File: src/rtl/id_ex_stage_pkg.sv
// Shared definitions for the ID/EX issue stage: ALU opcodes and control-bundle bit positions.
package id_ex_stage_pkg;

  typedef enum logic [3:0] {
    ALU_ADD  = 4'b0000,
    ALU_SLL  = 4'b0001,
    ALU_SLT  = 4'b0010,
    ALU_SLTU = 4'b0011,
    ALU_XOR  = 4'b0100,
    ALU_SRL  = 4'b0101,
    ALU_OR   = 4'b0110,
    ALU_AND  = 4'b0111,
    ALU_SUB  = 4'b1000,
    ALU_MUL  = 4'b1001,
    ALU_DIV  = 4'b1010,
    ALU_REM  = 4'b1011,
    ALU_SRA  = 4'b1101
  } alu_op_e;

  localparam int CTRL_REG_WRITE   = 0;
  localparam int CTRL_MEM_READ    = 1;
  localparam int CTRL_MEM_WRITE   = 2;
  localparam int CTRL_BRANCH      = 3;
  localparam int CTRL_ALU_SRC_IMM = 4;
  localparam int CTRL_ALU_SRC_PC  = 5;

endpackage

File: src/rtl/id_ex_stage_fwd_mux.sv
// Three-way operand forward select: EX/MEM result, then MEM/WB data, then the stored value.
module fwd_mux #(
  parameter int XLEN = 32,
  parameter int RA_W = 5
) (
  input  logic [RA_W-1:0] i_rs,
  input  logic [XLEN-1:0] i_reg_data,
  input  logic            i_exm_we,
  input  logic [RA_W-1:0] i_exm_rd,
  input  logic [XLEN-1:0] i_exm_data,
  input  logic            i_wb_we,
  input  logic [RA_W-1:0] i_wb_rd,
  input  logic [XLEN-1:0] i_wb_data,
  output logic [XLEN-1:0] o_data
);

  logic w_exm_hit;
  logic w_wb_hit;

  // x0 is hard-wired zero, so a write targeting it must never be forwarded
  assign w_exm_hit = i_exm_we && (i_exm_rd != '0) && (i_exm_rd == i_rs);
  assign w_wb_hit  = i_wb_we  && (i_wb_rd  != '0) && (i_wb_rd  == i_rs);

  assign o_data = w_exm_hit ? i_exm_data :
                  w_wb_hit  ? i_wb_data  : i_reg_data;

endmodule

File: src/rtl/id_ex_stage.sv
// ID/EX pipeline register with operand forwarding, load-use stall detection, flush and hold.
module id_ex_stage
  import id_ex_stage_pkg::*;
#(
  parameter int XLEN   = 32,
  parameter int RA_W   = 5,
  parameter int CTRL_W = 6
) (
  input  logic              clk,
  input  logic              rst,
  input  logic              flush,
  input  logic              ex_hold,
  input  logic              id_valid,
  input  logic [XLEN-1:0]   id_pc,
  input  logic [RA_W-1:0]   id_rs1,
  input  logic [RA_W-1:0]   id_rs2,
  input  logic [RA_W-1:0]   id_rd,
  input  logic [XLEN-1:0]   id_rs1_data,
  input  logic [XLEN-1:0]   id_rs2_data,
  input  logic [XLEN-1:0]   id_imm,
  input  logic [3:0]        id_alu_op,
  input  logic [2:0]        id_funct3,
  input  logic [CTRL_W-1:0] id_ctrl,
  input  logic              exm_reg_write,
  input  logic [RA_W-1:0]   exm_rd,
  input  logic [XLEN-1:0]   exm_result,
  input  logic              wb_reg_write,
  input  logic [RA_W-1:0]   wb_rd,
  input  logic [XLEN-1:0]   wb_data,
  output logic              id_stall,
  output logic              ex_valid,
  output logic [XLEN-1:0]   ex_pc,
  output logic [RA_W-1:0]   ex_rd,
  output logic [2:0]        ex_funct3,
  output logic [CTRL_W-1:0] ex_ctrl,
  output logic [XLEN-1:0]   alu_a,
  output logic [XLEN-1:0]   alu_b,
  output logic [3:0]        alu_op,
  output logic [XLEN-1:0]   ex_store_data
);

  logic              r_valid;
  logic [XLEN-1:0]   r_pc;
  logic [RA_W-1:0]   r_rs1;
  logic [RA_W-1:0]   r_rs2;
  logic [RA_W-1:0]   r_rd;
  logic [XLEN-1:0]   r_rs1_data;
  logic [XLEN-1:0]   r_rs2_data;
  logic [XLEN-1:0]   r_imm;
  logic [3:0]        r_alu_op;
  logic [2:0]        r_funct3;
  logic [CTRL_W-1:0] r_ctrl;

  logic [CTRL_W-1:0] w_ctrl;
  logic [XLEN-1:0]   w_fwd1;
  logic [XLEN-1:0]   w_fwd2;
  logic [XLEN-1:0]   w_cap1;
  logic [XLEN-1:0]   w_cap2;
  logic              w_hz;

  fwd_mux #(.XLEN(XLEN), .RA_W(RA_W)) u_fwd1 (
    .i_rs       (r_rs1),
    .i_reg_data (r_rs1_data),
    .i_exm_we   (exm_reg_write),
    .i_exm_rd   (exm_rd),
    .i_exm_data (exm_result),
    .i_wb_we    (wb_reg_write),
    .i_wb_rd    (wb_rd),
    .i_wb_data  (wb_data),
    .o_data     (w_fwd1)
  );

  fwd_mux #(.XLEN(XLEN), .RA_W(RA_W)) u_fwd2 (
    .i_rs       (r_rs2),
    .i_reg_data (r_rs2_data),
    .i_exm_we   (exm_reg_write),
    .i_exm_rd   (exm_rd),
    .i_exm_data (exm_result),
    .i_wb_we    (wb_reg_write),
    .i_wb_rd    (wb_rd),
    .i_wb_data  (wb_data),
    .o_data     (w_fwd2)
  );

  // Register file is written the same cycle it is read, so catch the WB value on capture
  assign w_cap1 = (wb_reg_write && (wb_rd != '0) && (wb_rd == id_rs1)) ? wb_data : id_rs1_data;
  assign w_cap2 = (wb_reg_write && (wb_rd != '0) && (wb_rd == id_rs2)) ? wb_data : id_rs2_data;

  assign w_hz = r_valid && r_ctrl[CTRL_MEM_READ] && (r_rd != '0) &&
                ((r_rd == id_rs1) || (r_rd == id_rs2)) && id_valid;

  assign id_stall = ~flush && (ex_hold || w_hz);

  always_ff @(posedge clk) begin
    if (rst) begin
      r_valid    <= 1'b0;
      r_pc       <= '0;
      r_rs1      <= '0;
      r_rs2      <= '0;
      r_rd       <= '0;
      r_rs1_data <= '0;
      r_rs2_data <= '0;
      r_imm      <= '0;
      r_alu_op   <= ALU_ADD;
      r_funct3   <= '0;
      r_ctrl     <= '0;
    end else if (flush) begin
      r_valid <= 1'b0;
      r_ctrl  <= '0;
    end else if (ex_hold) begin
      // Latch forwarded operands now; the producers move on while EX is frozen
      r_rs1_data <= w_fwd1;
      r_rs2_data <= w_fwd2;
    end else if (w_hz) begin
      r_valid <= 1'b0;
      r_ctrl  <= '0;
    end else begin
      r_valid    <= id_valid;
      r_pc       <= id_pc;
      r_rs1      <= id_rs1;
      r_rs2      <= id_rs2;
      r_rd       <= id_rd;
      r_rs1_data <= w_cap1;
      r_rs2_data <= w_cap2;
      r_imm      <= id_imm;
      r_alu_op   <= id_alu_op;
      r_funct3   <= id_funct3;
      r_ctrl     <= id_valid ? id_ctrl : '0;
    end
  end

  assign w_ctrl = r_valid ? r_ctrl : '0;

  assign ex_valid      = r_valid;
  assign ex_pc         = r_pc;
  assign ex_rd         = r_rd;
  assign ex_funct3     = r_funct3;
  assign ex_ctrl       = w_ctrl;
  assign alu_op        = r_alu_op;
  assign alu_a         = w_ctrl[CTRL_ALU_SRC_PC]  ? r_pc  : w_fwd1;
  assign alu_b         = w_ctrl[CTRL_ALU_SRC_IMM] ? r_imm : w_fwd2;
  assign ex_store_data = w_fwd2;

endmodule
File: config.mk
export PLATFORM = sky130hd
export DESIGN_NAME = id_ex_stage
export DESIGN_NICKNAME = d
export VERILOG_FILES = /design/src/rtl/id_ex_stage_pkg.sv /design/src/rtl/id_ex_stage_fwd_mux.sv /design/src/rtl/id_ex_stage.sv
export SDC_FILE = /design/constraint.sdc
export NUM_CORES = 1
export LEC_CHECK = 0
export BUFFER_PORTS_ARGS = -buffer_cell sky130_fd_sc_hd__buf_2
export CAP_MARGIN = 30
export CORE_MARGIN = 3
export CORE_UTILIZATION = 41
export CTS_CLUSTER_DIAMETER = 150
export DETAILED_ROUTE_END_ITERATION = 8
export PLACE_DENSITY_LB_ADDON = 0.08
export RECOVER_POWER = 25
export SYNTH_ARGS = -nofsm -noshare
export SYNTH_HDL_FRONTEND = slang
export SYNTH_SLANG_ARGS = --single-unit
File: constraint.sdc
create_clock -name clk -period 5 [get_ports clk]
set_input_delay 0.75 -clock clk [delete_from_list [all_inputs] [get_ports clk]]
set_output_delay 0.75 -clock clk [all_outputs]
set_load 0.005 [all_outputs]
Word-level counts from Yosys, hierarchy flattened
Cells that the tools add are included. Widths: inputs -> output; s select.

Equal/unequal tests: 9. Reductions and logical operators: 21. Multiplexer cells: 16. Bitwise operators: 3.

Operators with widths (count): $mux 32 (12); $eq 5x5->1 (8); $mux 6 (3); $reduce_bool 5->1 (3); $logic_and 1x1->1 (13); $not 1->1 (3); $reduce_and 3->1 (1); $logic_or 1x1->1 (2); $ne 2x2->1 const B (1); $reduce_and 2->1 (1); $reduce_or 2->1 (1); $mux 1 (1).

Input port bits: 237. Register bits after elaboration: 157. Word-level logic and storage cells: 60. Output and inout bits: 148.

Depth between registers and ports, before layout
Gate-level depths: netlist of the first run.

Depth after elaboration: 6. Mapped depth: 9. Mapped depth without buffers: 6.

By module
Synthesis of the first run repeated with hierarchy kept, for this count alone.

Cells, all modules: 1506. Area total of the unflattened synthesis: 11607.4 sq um.

By module, submodules not included: id_ex_stage (sequential area each 3143.0 sq um, instances 1, area an instance 9272.6 sq um, cells an instance 1136); fwd_mux (sequential area each 0.0 sq um, instances 2, area an instance 1167.4 sq um, cells an instance 185).

Worst setup path before layout of the first run
No wires, ideal clock.

Path kind: input port to output port. From: input wb_rd[3]. To: output alu_b[10]. Cell stages on the path: 8. Setup slack: 1805 ps. Data arrival time: 2445 ps. Required time: 4250 ps. Path buffers: 2. Cell sequence: buf_2 xnor2_1 nand3_1 nor4_4 buf_6 mux2i_1 a21oi_1 mux2_2.

Cells in the longest elaborated chain, start to end: 6. Elaborated cells between the ends (all ways): 7. Classes of those cells: eq/ne: 1; mux: 3; reduce/logical: 3.

RTL lines: start, declared (line id_ex_stage.sv:28) `input logic [RA_W-1:0] wb_rd,`; $reduce_bool 5->1 (line id_ex_stage_fwd_mux.sv:22) `assign w_wb_hit = i_wb_we && (i_wb_rd != '0) && (i_wb_rd == i_rs);`; $logic_and 1x1->1 (line id_ex_stage_fwd_mux.sv:22); $logic_and 1x1->1 * (line id_ex_stage_fwd_mux.sv:22); $mux 32 * (line id_ex_stage_fwd_mux.sv:25) `w_wb_hit ? i_wb_data : i_reg_data;`; $mux 32 * (line id_ex_stage_fwd_mux.sv:24) `assign o_data = w_exm_hit ? i_exm_data :`; named net ex_store_data[10] (line id_ex_stage.sv:39) `output logic [XLEN-1:0] ex_store_data`; $mux 32 * (line id_ex_stage.sv:141) `assign alu_b = w_ctrl[CTRL_ALU_SRC_IMM] ? r_imm : w_fwd2;`; end, declared (line id_ex_stage.sv:37) `output logic [XLEN-1:0] alu_b,`.

The timed path passes the listed nets; every way through them passes the cells marked *.

Final worst setup path of the first run
From: input id_rs2[2]. To: register r_imm[16].

Cells in the longest elaborated chain, start to end: 6.

RTL lines: start, declared (line id_ex_stage.sv:16) `input logic [RA_W-1:0] id_rs2,`; $eq 5x5->1 (line id_ex_stage.sv:90) `((r_rd == id_rs1) || (r_rd == id_rs2)) && id_valid;`; $logic_or 1x1->1 (line id_ex_stage.sv:90); $logic_and 1x1->1 (line id_ex_stage.sv:89) `assign w_hz = r_valid && r_ctrl[CTRL_MEM_READ] && (r_rd != '0) &&`; $logic_and 1x1->1 (line id_ex_stage.sv:90); $not 1->1 (no source line); $reduce_and 3->1 (no source line); end signal, assigned (line id_ex_stage.sv:125) `r_imm <= id_imm;`; end, declared (line id_ex_stage.sv:49) `logic [XLEN-1:0] r_imm;`.

No other way between the ends. A chain may end at the register's enable or synchronous reset.

==> results of run 1 <==
-- Yosys cell counts, types with 2 or more instances --
cell type / instances
a31o_1: 23
buf_6: 7
mux2i_1: 150
clkbuf_1: 47
o221ai_1: 30
xnor2_1: 10
o21a_1: 2
buf_2: 29
a22oi_1: 6
nor2_1: 207
nand2b_1: 2
xor2_1: 30
a32o_1: 8
and2_1: 6
a21o_1: 24
inv_1: 2
o21ai_1: 27
nor3_1: 14
a31o_2: 7
a21oi_1: 79
nand4_1: 2
o22ai_1: 24
buf_4: 8
nand2_1: 129
or4_1: 2
mux2_2: 58
a221o_1: 2
dfxtp_1: 157
a31oi_1: 2
nand3_1: 3
-- metrics by stage --
step | hold WS [ns] | cells | cell area [µm²]
after floorplan | 0.425 | 1111 | 9260
after global placement | 0.432 | 1701 | 11300
after detailed placement | 0.437 | 1703 | 11300
after CTS | 0.447 | 1735 | 11900
after global routing | 0.456 | 1744 | 11900
final | 0.444 | 1745 | 11900
-- critical path, cell delays in order --
cell and delay, ns:
buf_2 0.14, xor2_1 0.14, nor3_1 0.27, a22oi_2 0.26, o21ai_4 0.20, clkbuf_1 2.20
mux2i_1 0.36, nor2_1 0.06
-- state kept, by name, summed over array words and instances (netlist names), 3 cells and up --
register,cells
r_rs2_data,32
r_ctrl,6
ex_pc,32
alu_op,4
r_rs1,5
r_imm,32
ex_funct3,3
r_rs2,5
ex_rd,5
r_rs1_data,32
-- layer usage --
metal,vias to the layer above,GRT usage (%),part of all wire [%]
met1,4488,37.5,43
met5,-,0,0.095
met2,408,45.3,47
met4,6,8.09,1.9
li1,4599,-,-
met3,44,6.86,8.2
-- power groups by stage --
stage	clock, W	sequential, W	combinational, W
after floorplan	0	0.00138	0.000338
after global placement	0	0.00139	0.000622
after detailed placement	0	0.00139	0.000630
after CTS	0.00134	0.00136	0.000632
after global routing	0.00139	0.00137	0.000692
final	0.00131	0.00136	0.000633
-- worst max-delay path by stage --
stage               from   endpoint  slack (ns)  cells past startpoint
6_report       id_rs2[2]  r_imm[16]        0.83                      8
3_5_place_dp    wb_rd[4]  alu_a[14]        1.11                      8
3_3_place_gp   exm_rd[2]  alu_a[30]        0.98                      8
4_1_cts         wb_rd[4]  alu_a[14]        1.10                      8
5_1_grt         ex_valid  r_imm[23]        0.60                      6
2_1_floorplan   wb_rd[3]  alu_b[10]        1.81                      8
-- area by class of cell --
cell class / count / area (µm²)
repair buffers: 404 / 2100
inverters: 2 / 7.51
well taps: 280 / 350
multi-input cells: 860 / 5710
diodes: 10 / 25.0
clock inverters: 15 / 168
fillers: 2201 / 10100
flip-flops and latches: 157 / 3140
clock buffers: 17 / 425
-- logic make-up after synthesis --
kind of cell / Yosys count / synth area share, %
AND/OR/NAND/NOR: 372 / 16.2
AO/OA/AOI/OAI: 240 / 17.7
multiplexers: 208 / 23.3
flip-flops: 157 / 33.9
buffers and inverters: 94 / 5.09
XOR/XNOR: 40 / 3.78
==> impl_metrics.tcl, run 1 <==
set metrics [dict create \
    track_usage_pct 28.1 \
    dieArea_um2 24400 \
    drt_wl_total_um 35800 \
    rr_startpoint "ex_rd[2]" \
    dr.pass1.iters 5 \
    cp.arrival_ns 4.47 \
    total_power_w 0.00330 \
    die_h_um 156 \
    pin_count 385 \
    final_common_cell "buf_2" \
    finalWorstSetupSlack_ns 0.826 \
    pwr-share-seq_pct 41.2 \
    die_x_um 156 \
    hold_start "r_rs2_data[31]" \
    final_cell_mix "buf_2, nor2_1, dfxtp_1, mux2i_1, nand2_1" \
    whs_endpoint "r_rs2_data[31]" \
    synth_area_leader_cell "dfxtp_1" \
    finalSetupTns_ns 0 \
    finalHoldViolCount 0 \
    coreArea_um2 22000 \
    drc_errors 0 \
    hold_class "flop to flop" \
    cts-resized-gates 0 \
    syn-cell-area_um2 9260 \
    clk_pin_slew_ns 0.07 \
    cts_hold_buf 0 \
    drtIter0Drc 694 \
    rows 54 \
    ir_worst_vdd_v 0.000256 \
    slew_headroom_pct -107 \
    numCtsBuffers 17 \
    clkSinkCount 157 \
    p_int_w 0.00229 \
    holdPathStages 2 \
    ys_seq_area_share_pct 33.9 \
    max_freq_mhz 240 \
    post_route_cells_drive_above_1_share_pct 34.2 \
    pwr-share-clk_pct 39.6 \
    overflow 0 \
    p_leak_nw 5.73 \
    p_switching_w 0.00101 \
    violations "capacitance limit, slew limit" \
    run_status "finished with violations" \
    maxCapViolations 2 \
    finalCritPeriodShare_pct 83.5 \
    start_util_pct 42.1 \
    cts_buffer_depth 2 \
    end_kind "flop" \
    fin_crit_ns 4.17 \
    r2r_end "r_imm[16]" \
    ys_warn_count 0 \
    worst_slew_pin_slew_ns 3.11 \
    async_reset_ff_share_pct 0 \
    grt_pass1_wl_um 53100 \
    rr_worst_depth 7 \
    synthTopCellsByArea "dfxtp_1, mux2i_1, nor2_1" \
    cts_setup_buffers 0 \
    finalNetCount 1679 \
    ys.flop_type "dfxtp_1" \
    avgSynthCellArea_um2 8.34 \
    dp_slack_ns 1.11 \
    rsz0062_at_grt "no" \
    path_class "primary input to flop" \
    cts_tree "built" \
    fin_worst_skew_ns 0.0109 \
    vias 9545 \
    grt_pass1_vias 9042 \
    final_core_util_pct 54.1 \
    detail-route-antenna-nets 0 \
    grt_max_degree 62 \
    maxSlewViolCount 88 \
    synth_top_area_share_pct 33.9 \
    netSwitchingFraction_pct 30.7 \
    vias_per_cell 5.47 \
    wl_per_cell_um 20.5 \
    synthCells 1111 \
    p_comb_share_pct 19.2 \
    htree_num_levels 4 \
    root_buffer "clkbuf_16" \
    p_per_area_nw_per_um2 277 \
    path_max_fanout 41 \
    dp_hpwl_um 26400 \
    gp_congestion 0.948 \
    antenna_found_initial 12 \
    synth_nets 1348 \
    reg2reg_slack_ns 0.87 \
    start_kind "primary input" \
    synth_edf_count 0 \
    clkLatencyLatePin_ns 0.43 \
    setup_viol 0 \
    crit_required_ns 5.29 \
    portBuffers 384 \
    yosys_register_bits 157 \
    area_delta_synth_final_pct 28.7 \
    synth.distinct_cells 44 \
]
(Power assumes the default switching activity.)
==> run 2, diff against run 1 <==
clock period = 4.32 ns   (was 5 ns; I/O delays follow)
==> impl_metrics.tcl, run 2 (same netlist as run 1, synthesis figures left out) <==
set metrics [dict create \
    path_max_fanout 21 \
    detail-route-antenna-nets 0 \
    finalHoldViolCount 0 \
    maxSlewViolCount 0 \
    setup_viol 0 \
    p_per_area_nw_per_um2 328 \
    p_leak_nw 5.72 \
    crit_required_ns 3.67 \
    worst_slew_pin_slew_ns 1.39 \
    coreArea_um2 22000 \
    drc_errors 0 \
    grt_max_degree 65 \
    final_common_cell "buf_2" \
    root_buffer "clkbuf_16" \
    overflow 0 \
    finalWorstSetupSlack_ns 0.669 \
    start_kind "primary input" \
    clkSinkCount 157 \
    run_status "complete, no violations" \
    drt_wl_total_um 36000 \
    finalSetupTns_ns 0 \
    cts_setup_buffers 0 \
    die_h_um 156 \
    clk_pin_slew_ns 0.08 \
    dp_slack_ns 0.667 \
    wl_per_cell_um 20.8 \
    cts_hold_buf 0 \
    dp_hpwl_um 26400 \
    die_x_um 156 \
    clkLatencyLatePin_ns 0.43 \
    total_power_w 0.00390 \
    fin_crit_ns 3.65 \
    grt_pass1_wl_um 53100 \
    area_delta_synth_final_pct 28.3 \
    ir_worst_vdd_v 0.000229 \
    pin_count 385 \
    finalNetCount 1676 \
    numCtsBuffers 17 \
    cts_buffer_depth 2 \
    slew_headroom_pct 7.47 \
    final_cell_mix "buf_2, nor2_1, dfxtp_1, mux2i_1, nand2_1" \
    vias_per_cell 5.46 \
    start_util_pct 42.1 \
    cts-resized-gates 0 \
    path_class "primary input to primary output" \
    rows 54 \
    grt_pass1_vias 8860 \
    max_freq_mhz 274 \
    track_usage_pct 28.2 \
    post_route_cells_drive_above_1_share_pct 33.8 \
    vias 9480 \
    end_kind "primary output" \
    drtIter0Drc 764 \
    dieArea_um2 24400 \
    fin_worst_skew_ns 0.0116 \
    antenna_found_initial 7 \
    htree_num_levels 4 \
    maxCapViolations 0 \
    dr.pass1.iters 5 \
    finalCritPeriodShare_pct 84.5 \
    portBuffers 384 \
    cp.arrival_ns 3.00 \
    place_area_um2 11300 \
    design_area_um2 11900 \
    cts_tree "built" \
    rsz0062_at_grt "no" \
    gp_congestion 0.921 \
    hold_class "primary input to flop" \
]
==> run 2: cell types whose count changed in the layout (fill, tap and decap cells not counted), sizes merged <==
cell	delta
clkbuf	+3
buf	-5
bufinv	+2
clkinv	-3
diode	-7
==> run 2: worst max-delay path, stage by stage <==
cell and delay, ns:
buf_2 0.14, or4_4 0.56, o21a_1 0.23, nand3_2 0.42
buf_4 0.30, nand2_1 0.07, a31o_1 0.25, a21oi_1 0.21
buf_2 0.15
==> run 2: layer usage <==
layer  wire length, µm  global-route usage, %
met3              2770                   6.75
met5                48                      0
met1             16100                   39.1
met2             16700                   45.0
met4               440                   5.71
==> run 2: final timing paths <==
kind                                       to  cells past startpoint  slack, ns     startpoint
worst max-delay path                alu_a[13]                      9       0.67       wb_rd[4]
worst min-delay path                ex_pc[19]                      3       0.44      id_pc[19]
worst max register to register      r_imm[29]                      7       1.20       ex_rd[3]
worst min register to register  r_rs2_data[1]                      2       0.44  r_rs2_data[1]
==> run 2: area by class of cell <==
class                      count  area [µm²]
antenna                        3        7.51
clock buffer                  18         439
clock inverter                14         170
fill                        2169       10100
inverter                       2        7.51
multi-input combinational    860        5700
sequential                   157        3140
tap                          280         350
timing repair buffer         401        2070
==> run 2: power breakdown <==
group,total (W),internal [W],switching [W]
Combinational,0.000728,0.000339,0.000389
Sequential,0.00158,0.00153,0.0000500
Clock,0.00160,0.000892,0.000705
==> run 2: metrics by stage <==
step	util, %	hold WS, ns	std cells
after floorplan	-	0.425	1111
after global placement	51.3	0.431	1700
after detailed placement	51.3	0.438	1700
after CTS	54.1	0.425	1732
after global routing	54.0	0.431	1735
final	54.0	0.441	1735
==> run 3, diff against run 2 <==
clock period = 3.3 ns   (was 4.32 ns; I/O delays follow)
==> impl_metrics.tcl, run 3 (same netlist as run 1, synthesis figures left out) <==
set metrics [dict create \
    slew_headroom_pct 18.8 \
    start_util_pct 42.1 \
    drc_errors 0 \
    stdcell_count 1749 \
    worst_slew_pin_slew_ns 1.22 \
    numCtsBuffers 17 \
    final_cell_mix "buf_2, nor2_1, dfxtp_1, mux2i_1, nand2_1" \
    antenna_found_initial 8 \
    start_kind "primary input" \
    rows 54 \
    reg2reg_slack_ns 0.35 \
    post_route_cells_drive_above_1_share_pct 34.3 \
    overflow 0 \
    dp_hpwl_um 25900 \
    track_usage_pct 27.2 \
    fillers 2143 \
    portBuffers 384 \
    drtIter0Drc 574 \
    final_core_util_pct 54.6 \
    cp.arrival_ns 2.63 \
    critPathCapture "alu_a[10]" \
    run_status "complete, no violations" \
    drt_wl_total_um 34800 \
    pin_count 385 \
    p_per_area_nw_per_um2 416 \
    detail-route-antenna-nets 0 \
    cts_hold_buf 0 \
    cts_tree "built" \
    dieArea_um2 24400 \
    finalNetCount 1689 \
    p_leak_nw 5.77 \
    wl_per_cell_um 19.9 \
    die_x_um 156 \
    place_inst 1713 \
    finalHoldViolCount 0 \
    path_class "primary input to primary output" \
    clk_pin_slew_ns 0.07 \
    grt_pass1_wl_um 51800 \
    critPathLaunch "wb_rd[4]" \
    gp_congestion 0.881 \
    max_freq_mhz 320 \
    finalCritPeriodShare_pct 94.7 \
    cts_buffer_depth 2 \
    rsz0062_at_grt "no" \
    coreArea_um2 22000 \
    grt_pass1_vias 8860 \
    ir_worst_vdd_v 0.000305 \
    setup_viol 0 \
    cts_setup_buffers 0 \
    hold_class "primary input to flop" \
    rr_worst_depth 7 \
    path_max_fanout 13 \
    clkLatencyLatePin_ns 0.43 \
    cts-resized-gates 0 \
    maxSlewViolCount 0 \
    fin_worst_skew_ns 0.0135 \
    end_kind "primary output" \
    fin_crit_ns 3.12 \
    die_h_um 156 \
    clkSinkCount 157 \
    rr_startpoint "ex_rd[1]" \
    dr.pass1.iters 5 \
    root_buffer "clkbuf_16" \
    finalSetupTns_ns 0 \
    r2r_end "r_rs2_data[4]" \
    htree_num_levels 4 \
    final_common_cell "buf_2" \
    area_delta_synth_final_pct 29.7 \
    vias 9368 \
    vias_per_cell 5.36 \
    grt_max_degree 65 \
    crit_required_ns 2.80 \
    maxCapViolations 0 \
]
## run 3: cell count changes in the layout (fill, tap and decap cells not counted), moves of 2 or more
cell and delta:
buf_4 +7, buf_12 +4, clkbuf_1 +3, inv_8 -3, and2_0 +2, and2_1 -2
clkbuf_2 -2, inv_6 +2, o21ai_0 +2, o21ai_1 -2
## run 3: layout make-up
class / instances / area [µm²] / area share [%]
antenna: 4 / 10.0 / 0.0833
clock buffer: 19 / 453 / 3.77
clock inverter: 13 / 128 / 1.06
inverter: 2 / 7.51 / 0.0625
multi-input combinational: 860 / 5710 / 47.5
sequential: 157 / 3140 / 26.2
tap: 280 / 350 / 2.91
timing repair buffer: 414 / 2220 / 18.5
## run 3: how the worst min path moves through the flow
stage,start,to,slack (ns),cells after the start
after CTS,id_pc[3],ex_pc[3],0.28,3
final,id_pc[27],ex_pc[27],0.29,3
after global routing,id_imm[0],r_imm[0],0.29,3
after global placement,r_rs2_data[9],r_rs2_data[9],0.43,2
after floorplan,r_rs2_data[0],r_rs2_data[0],0.42,2
after detailed placement,r_rs2_data[9],r_rs2_data[9],0.44,2
## run 3: through the flow
| step | cell area, µm² | setup slack [ns] | total power, W | hold WS (ns) |
|---|---|---|---|---|
| floorplan | 9260 | 0.615 | 0.00260 | 0.425 |
| global placement | 11500 | 0.243 | 0.00306 | 0.432 |
| detailed placement | 11500 | 0.205 | 0.00307 | 0.437 |
| CTS | 12100 | 0.103 | 0.00505 | 0.279 |
| global route | 12000 | 0.0145 | 0.00523 | 0.292 |
| finish | 12000 | 0.175 | 0.00500 | 0.295 |
## run 3: layer usage
layer  global-route usage [%]  wire length [µm]
met4                     6.21               415
met3                     5.39              2470
met1                     36.6             15300
met5                        0                42
met2                     45.2             16500
## run 3: report_power, final
part | switching, W | internal, W
Sequential | 0.0000649 | 0.00200
Combinational | 0.000504 | 0.000451
Clock | 0.000884 | 0.00110
Total | 0.00145 | 0.00355
## run 3: worst max-delay path: stages
cell	delay, ns
buf_2	0.15
or4_4	0.56
o21a_1	0.24
nand3_2	0.32
buf_4	0.27
nand2_1	0.08
a31o_2	0.24
a21oi_1	0.13
buf_2	0.14
